### src/rtl/uart_rx.sv
// UART receiver: 2-flop synchronized line, runtime prescale oversampling,
// 3-sample majority vote per bit, optional parity, registered result pulses.
module uart_rx #(
    parameter int DATA_WIDTH = 8,
    parameter int PRESCALE_W = 6
) (
    input  logic                  CLK,
    input  logic                  RST,
    input  logic                  RX_IN,
    input  logic [PRESCALE_W-1:0] prescale,
    input  logic                  party_en,
    input  logic                  party_typ,
    output logic [DATA_WIDTH-1:0] P_DATA,
    output logic                  data_valid,
    output logic                  par_err,
    output logic                  stp_err,
    output logic                  busy
);

    localparam int BCW = (DATA_WIDTH > 1) ? $clog2(DATA_WIDTH) : 1;

    typedef enum logic [2:0] {
        IDLE,
        START,
        DATA,
        PARITY,
        STOP
    } state_t;

    state_t                  state_q;
    logic                    rx_meta_q;
    logic                    rx_s_q;
    logic [PRESCALE_W-1:0]   edge_cnt_q;
    logic [BCW-1:0]          bit_cnt_q;
    logic [PRESCALE_W-1:0]   presc_q;
    logic                    par_en_q;
    logic                    par_typ_q;
    logic [2:0]              smp_q;
    logic [DATA_WIDTH-1:0]   shift_q;
    logic                    par_bad_q;
    logic [DATA_WIDTH-1:0]   p_data_q;
    logic                    data_valid_q;
    logic                    par_err_q;
    logic                    stp_err_q;

    logic [PRESCALE_W-1:0]   half;
    logic                    bit_end;
    logic                    voted;

    assign half    = presc_q >> 1;
    // ">=" keeps the counter bounded even for out-of-range prescale values
    assign bit_end = (edge_cnt_q >= (presc_q - PRESCALE_W'(1)));
    assign voted   = (smp_q[0] & smp_q[1]) | (smp_q[0] & smp_q[2]) | (smp_q[1] & smp_q[2]);

    always_ff @(posedge CLK) begin
        if (RST) begin
            state_q      <= IDLE;
            rx_meta_q    <= 1'b1;
            rx_s_q       <= 1'b1;
            edge_cnt_q   <= '0;
            bit_cnt_q    <= '0;
            presc_q      <= '0;
            par_en_q     <= 1'b0;
            par_typ_q    <= 1'b0;
            smp_q        <= '0;
            shift_q      <= '0;
            par_bad_q    <= 1'b0;
            p_data_q     <= '0;
            data_valid_q <= 1'b0;
            par_err_q    <= 1'b0;
            stp_err_q    <= 1'b0;
        end else begin
            rx_meta_q    <= RX_IN;
            rx_s_q       <= rx_meta_q;
            data_valid_q <= 1'b0;
            par_err_q    <= 1'b0;
            stp_err_q    <= 1'b0;

            if (state_q != IDLE) begin
                if (edge_cnt_q == half - PRESCALE_W'(1)) smp_q[0] <= rx_s_q;
                if (edge_cnt_q == half)                  smp_q[1] <= rx_s_q;
                if (edge_cnt_q == half + PRESCALE_W'(1)) smp_q[2] <= rx_s_q;
                edge_cnt_q <= bit_end ? '0 : edge_cnt_q + PRESCALE_W'(1);
            end

            case (state_q)
                IDLE: begin
                    // the detection cycle is edge 0, so the count resumes at 1
                    if (!rx_s_q) begin
                        state_q    <= START;
                        edge_cnt_q <= PRESCALE_W'(1);
                        presc_q    <= prescale;
                        par_en_q   <= party_en;
                        par_typ_q  <= party_typ;
                        par_bad_q  <= 1'b0;
                    end else begin
                        edge_cnt_q <= '0;
                    end
                end
                START: begin
                    if (bit_end) begin
                        bit_cnt_q <= '0;
                        state_q   <= voted ? IDLE : DATA;
                    end
                end
                DATA: begin
                    if (bit_end) begin
                        shift_q <= {voted, shift_q[DATA_WIDTH-1:1]};
                        if (bit_cnt_q == BCW'(DATA_WIDTH - 1)) begin
                            bit_cnt_q <= '0;
                            state_q   <= par_en_q ? PARITY : STOP;
                        end else begin
                            bit_cnt_q <= bit_cnt_q + BCW'(1);
                        end
                    end
                end
                PARITY: begin
                    if (bit_end) begin
                        par_bad_q <= (voted != ((^shift_q) ^ par_typ_q));
                        state_q   <= STOP;
                    end
                end
                STOP: begin
                    if (bit_end) begin
                        stp_err_q <= ~voted;
                        par_err_q <= par_bad_q;
                        if (voted && !par_bad_q) begin
                            p_data_q     <= shift_q;
                            data_valid_q <= 1'b1;
                        end
                        state_q <= IDLE;
                    end
                end
                default: state_q <= IDLE;
            endcase
        end
    end

    assign P_DATA     = p_data_q;
    assign data_valid = data_valid_q;
    assign par_err    = par_err_q;
    assign stp_err    = stp_err_q;
    assign busy       = (state_q != IDLE);

endmodule
### config.mk
export PLATFORM = sky130hd
export DESIGN_NAME = uart_rx
export DESIGN_NICKNAME = d
export VERILOG_FILES = /design/src/rtl/uart_rx.sv
export SDC_FILE = /design/constraint.sdc
export NUM_CORES = 1
export LEC_CHECK = 0
export ABC_AREA = 1
export ABC_CLOCK_PERIOD_IN_PS = 3400
export CAP_MARGIN = 25
export CORE_MARGIN = 5
export CORE_UTILIZATION = 35
export CTS_CLUSTER_DIAMETER = 80
export CTS_CLUSTER_SIZE = 24
export DETAILED_ROUTE_END_ITERATION = 8
export PLACE_DENSITY_LB_ADDON = 0.08
export REMOVE_ABC_BUFFERS = 1
export SYNTH_ARGS = -nofsm -noshare
export SYNTH_HDL_FRONTEND = slang
export SYNTH_SLANG_ARGS = --single-unit
### constraint.sdc
create_clock -name CLK -period 3.4 [get_ports CLK]
set_input_delay 0.68 -clock CLK [delete_from_list [all_inputs] [get_ports CLK]]
set_output_delay 0.68 -clock CLK [all_outputs]
set_load 0.02 [all_outputs]
==> flow_summary.json, run 1 <==
{
  "status": "finished, final reports clean",
  "ant_nets": 0,
  "routed.top_layer": "met4",
  "clk_latency_ns": 0.29,
  "period_minus_slack_ns": 2.388,
  "fin_hold_ws_ns": 0.4119,
  "start_util_pct": 36.36,
  "layout.cells.non_filler": 470,
  "tightest_slew_ns": 0.6092,
  "clk_path_buf_depth": 2,
  "mostFrequentLayoutCell": "nand2_1",
  "fmax_ghz": 0.4188,
  "dieArea_um2": 8925,
  "finalHoldViolCount": 0,
  "postCtsHoldBufs": 0,
  "r2r_cells": 13,
  "synth_sequential_area_ratio_pct": 36.07,
  "placed_area_um2": 2809,
  "power_density_nw_per_um2": 435.7,
  "crit_required_ns": 3.58,
  "grtUsageTotal_pct": 13.18,
  "row_count": 30,
  "netlist_instances": 349,
  "critical_path_arrival_ns": 2.57,
  "relSlewSlack_pct": 59.34,
  "die_width_um": 94.47,
  "clock-sinks": 45,
  "synth_area_per_cell_um2": 7.156,
  "cts_buffers": 5,
  "p_total_mw": 1.259,
  "timing.rr.end": "P_DATA[7]$_SDFFE_PP0P_",
  "path_class": "reg2reg",
  "drive_above_1_share_pct": 10.70,
  "antenna_cells": 0,
  "cts_resized": 0,
  "grt_overflow": 0,
  "finalClockSkew_ns": 0.006920,
  "dpl_worst_slack_ns": 1.001,
  "post-route-period-util_pct": 70.23,
  "utilization_pct": 42.06,
  "final_cell_mix": "nand2_1, dfxtp_1, inv_1",
  "synth_cell_type_count": 31,
  "cts.htree.levels": 2,
  "ys_warn_count": 0,
  "drt-met1-wl_mm": 2.819,
  "dp_hpwl_mm": 4.045,
  "syn-cell-area_um2": 2497,
  "vias": 2108,
  "grt_pass1_vias": 2021,
  "reg2reg_setup_slack_ns": 1.01,
  "worstPathMaxFanout": 17,
  "cts_setup_buffers": 0,
  "peakVddDrop_uv": 151.7,
  "crit_path_start_kind": "register",
  "p_leak_nw": 1.213,
  "synth_seq_cells": 45,
  "layout.nets": 397,
  "root_buffer": "clkbuf_8",
  "cap_violations": 0,
  "drt_first_pass_iters": 4,
  "hold_path_startpoint": "rx_meta_q$_SDFF_PP1_",
  "place_congestion": 0.8580,
  "viasPerCell": 4.485,
  "fin_ws_ns": 1.012,
  "drt_iter0_drc": 104,
  "grt_max_degree": 22,
  "rsz0062_at_grt": "false",
  "ios": 23,
  "wl_met3_um": 164,
  "core-area_um2": 6869,
  "timing.final.max_slew_violations": 0,
  "dpl.cell_count": 462,
  "design_area_um2": 2889,
  "synthArstFlopShare_pct": 0,
  "totalWireLength_mm": 5.437,
  "synth_flop_cell": "dfxtp_1",
  "antenna_found_initial": 0,
  "grt_pass1_wl_mm": 9.466,
  "fin_setup_tns_ns": 0,
  "drc": 0,
  "clk_pin_slew_worst_paths_ns": 0.08,
  "r2r-start": "presc_q[2]$_SDFFE_PP0P_",
  "wl_met2_mm": 2.394,
  "syn2layout_area_growth_pct": 15.68,
  "worstHoldPathCells": 1,
  "setup_viol": 0,
  "port_buffers": 22,
  "synth_edf_count": 0,
  "holdPathEnd": "rx_s_q$_SDFF_PP1_",
  "cts_tree": "yes",
  "cp-end-kind": "register",
  "avgRoutedWirePerCell_um": 11.57,
  "holdCritPathClass": "reg2reg",
  "die_h_um": 94.47
}
## layer usage
metal | up-vias | GRT usage, %
met5 | - | 0
met1 | 916 | 17.92
met4 | 0 | 3.846
met2 | 32 | 21.16
met3 | 5 | 2.629
li1 | 1155 | -
## power breakdown
part / internal, mW / leakage [nW] / switching (mW)
sequential: 0.557 / 0.364 / 0.0308
clock: 0.146 / 0.0395 / 0.170
combinational: 0.139 / 0.809 / 0.216
total: 0.842 / 1.21 / 0.416
## cells in the mapped netlist (all sizes together), types with 2 or more instances
| master | n | area (um^2) |
|---|---|---|
| dfxtp | 45 | 900.9 |
| o21ai | 32 | 167.7 |
| nand3 | 17 | 97.60 |
| buf | 4 | 32.53 |
| nor3 | 2 | 15.01 |
| xor2 | 11 | 96.34 |
| inv | 54 | 202.7 |
| nor2 | 36 | 150.2 |
| nand2 | 76 | 317.8 |
| or2 | 4 | 25.02 |
| ha | 13 | 162.7 |
| clkbuf | 3 | 11.26 |
| xnor2 | 8 | 70.07 |
| a21oi | 38 | 197.7 |
## sequential cells by signal, indices dropped and copies added (netlist names), 3 cells and up
signal	cells
presc_q	6
smp_q	3
shift_q	8
P_DATA	8
bit_cnt_q	3
state_q	3
edge_cnt_q	6
## worst max-delay path, cell delays in order, from the launching register on
cell and delay (ns):
dfxtp_1 0.42, inv_1 0.13, ha_1 0.21, nand3_1 0.12, a21oi_1 0.06, xor2_1 0.15
ha_1 0.29, nand2_1 0.07, nor2_1 0.12, o21ai_2 0.08, nand2_4 0.15, nand3_4 0.20
o21ai_0 0.22, a21oi_1 0.06
## layout make-up
cell class	count	area [um^2]
repair buffers	24	235.2
well taps	96	120.1
inverters	54	202.7
clock buffers	8	80.08
fillers	730	3980
multi-input cells	243	1350
flip-flops and latches	45	900.9
## worst max path at each step
stage                                    to                    start  cells past startpoint
floorplan            P_DATA[0]$_SDFFE_PP0P_  presc_q[2]$_SDFFE_PP0P_                     12
global placement    presc_q[1]$_SDFFE_PP0P_                      RST                      6
detailed placement   P_DATA[0]$_SDFFE_PP0P_  presc_q[2]$_SDFFE_PP0P_                     13
CTS                  P_DATA[3]$_SDFFE_PP0P_  presc_q[2]$_SDFFE_PP0P_                     13
global route         P_DATA[3]$_SDFFE_PP0P_  presc_q[2]$_SDFFE_PP0P_                     13
finish               P_DATA[7]$_SDFFE_PP0P_  presc_q[2]$_SDFFE_PP0P_                     13
## kinds of logic after synthesis
family                   count (synthesis)  share of synthesized area [%]
AND/OR/NAND/NOR                        137                          25.05
AO/OA/AOI/OAI                           74                          15.83
buffers and inverters                   61                          9.869
flip-flops                              45                          36.07
XOR/XNOR                                19                          6.663
adder cells (fa/ha/maj)                 13                          6.513
Power figures use the tool's default switching activity.
==> run 2: changes to the inputs <==
Settings changed: ABC_CLOCK_PERIOD_IN_PS 3400 to 2000.
Clock period 3.4 ns to 2 ns, I/O delays scaled along.
==> run 2 against run 1 <==
Effect of this change:
- the run now ends with setup timing left
- critical path depth decreased by 1
- count of clock-buffer cells in the layout decreased by 3
- hold slack improved by 0.0010 ns
- via count increased by 5.6%
- design area increased by 16%
- non-clock buffer count increased by 22
- fmax increased by 13%
- die area unchanged
- global-route usage increased by 1.1 points
- clock power increased by 130%
- register-to-register slack got worse by 1.1 ns
- critical endpoint is now edge_cnt_q[3]$_SDFF_PP0_
==> flow_summary.json, run 2 (synthesis results as in run 1) <==
{
  "setup_viol": 29,
  "place_congestion": 0.8250,
  "p_leak_nw": 1.384,
  "cp-end-kind": "register",
  "row_count": 30,
  "tightest_slew_ns": 0.4009,
  "cts.htree.levels": 2,
  "clk_path_buf_depth": 2,
  "dp_hpwl_mm": 4.208,
  "finalHoldViolCount": 0,
  "grt_max_degree": 31,
  "antenna_found_initial": 0,
  "cts_tree": "yes",
  "dpl.cell_count": 482,
  "fin_hold_ws_ns": 0.4129,
  "port_buffers": 22,
  "path_buf_inv": 1,
  "post-route-period-util_pct": 106.0,
  "peakVddDrop_uv": 274.9,
  "cts_buffers": 5,
  "core-area_um2": 6869,
  "viasPerCell": 4.513,
  "finalClockSkew_ns": 0.008465,
  "holdCritPathClass": "reg2reg",
  "critical_path_arrival_ns": 2.35,
  "violations": "setup timing",
  "grt_pass1_wl_mm": 10.18,
  "worstPathMaxFanout": 7,
  "timing.final.max_slew_violations": 0,
  "path_class": "reg2reg",
  "avgRoutedWirePerCell_um": 11.88,
  "relSlewSlack_pct": 73.17,
  "root_buffer": "clkbuf_8",
  "drc": 0,
  "ios": 23,
  "layout.cells.non_filler": 493,
  "start_util_pct": 36.36,
  "drt_iter0_drc": 36,
  "crit_path_start_kind": "register",
  "period_minus_slack_ns": 2.119,
  "grt_overflow": 0,
  "die_h_um": 94.47,
  "crit_family": "simple AND/OR/NAND/NOR gates",
  "die_width_um": 94.47,
  "antenna_cells": 0,
  "power_density_nw_per_um2": 759.0,
  "clk_pin_slew_worst_paths_ns": 0.09,
  "fin_ws_ns": -0.1195,
  "drive_above_1_share_pct": 26.45,
  "ant_nets": 0,
  "mostFrequentLayoutCell": "nand2_1",
  "fin_setup_tns_ns": -1.870,
  "cap_violations": 0,
  "status": "finished with violations",
  "clk_latency_ns": 0.30,
  "totalWireLength_mm": 5.859,
  "grtUsageTotal_pct": 14.31,
  "crit_path_frequent_cell": "nand2_4",
  "clock-sinks": 45,
  "dpl_worst_slack_ns": -0.2328,
  "syn2layout_area_growth_pct": 33.82,
  "postCtsHoldBufs": 0,
  "fmax_ghz": 0.4718,
  "dieArea_um2": 8925,
  "vias": 2225,
  "slowest_stage": "dfxtp_2",
  "rsz0062_at_grt": "true",
  "crit_required_ns": 2.23,
  "crit_path_max_incr_delay_ns": 0.35,
  "drt_first_pass_iters": 4,
  "grt_pass1_vias": 2167,
  "final_cell_mix": "nand2_1, dfxtp_1, inv_1",
  "path_cells": "inv_4 -> ha_4 -> nand3_2 -> a21oi_2 -> xor2_1 -> ha_1 -> a21oi_1 -> o21a_1 -> nand2_4 -> nor2_4 -> nand2_4 -> nor3b_2",
  "layout.nets": 420
}
## run 2: worst paths after layout
check	start	endpoint	slack [ns]	cells past startpoint
worst max-delay path	presc_q[2]$_SDFFE_PP0P_	edge_cnt_q[3]$_SDFF_PP0_	-0.12	12
worst min-delay path	rx_meta_q$_SDFF_PP1_	rx_s_q$_SDFF_PP1_	0.41	1
worst max register to register	presc_q[2]$_SDFFE_PP0P_	edge_cnt_q[3]$_SDFF_PP0_	-0.12	12
worst min register to register	rx_meta_q$_SDFF_PP1_	rx_s_q$_SDFF_PP1_	0.41	1
## run 2: routing by layer
metal | wire length (um) | GRT usage (%) | vias to the layer above
met4 | 29 | 3.245 | 0
met3 | 139 | 2.869 | 2
li1 | - | - | 1204
met1 | 2908 | 19.41 | 997
met2 | 2781 | 23.46 | 22
met5 | 0 | 0 | -
## run 2: final cells by class
type                       count  area (um^2)
clock inverter                 3        50.05
tap                           96        120.1
clock buffer                   5        68.82
multi-input combinational    244         1545
inverter                      54        210.2
fill                         686         3527
timing repair buffer          46        444.2
sequential                    45        903.4
## run 2: worst register-to-register path, delay by kind of cell, from the launching register on
| family | cells | cell delay, ns |
|---|---|---|
| AO/OA/AOI/OAI | 3 | 0.42 |
| XOR/XNOR | 1 | 0.17 |
| adder cells (fa/ha/maj) | 2 | 0.40 |
| buffers and inverters | 1 | 0.08 |
| flip-flops | 1 | 0.35 |
| AND/OR/NAND/NOR | 5 | 0.63 |
## run 2: timing repair
action                     4_1_cts  5_1_grt
gates resized for setup         40       31
pin swaps                       18       10
setup endpoints to repair       32       32
setup buffers                    1        1
gates cloned                     1        0
## run 2: through the flow
step | cell area (um^2) | power, mW | util (%)
after global routing | 3342 | 2.733 | 48.65
final | 3342 | 2.536 | 48.65
after global placement | 2972 | 1.697 | 43.26
after CTS | 3238 | 2.510 | 47.14
after floorplan | 2454 | 1.469 | -
after detailed placement | 2972 | 1.701 | 43.26
## run 2: power by group
part | switching [mW] | internal (mW) | leakage, nW
logic | 0.458 | 0.357 | 0.959
clock network | 0.344 | 0.383 | 0.0603
registers | 0.0463 | 0.948 | 0.365
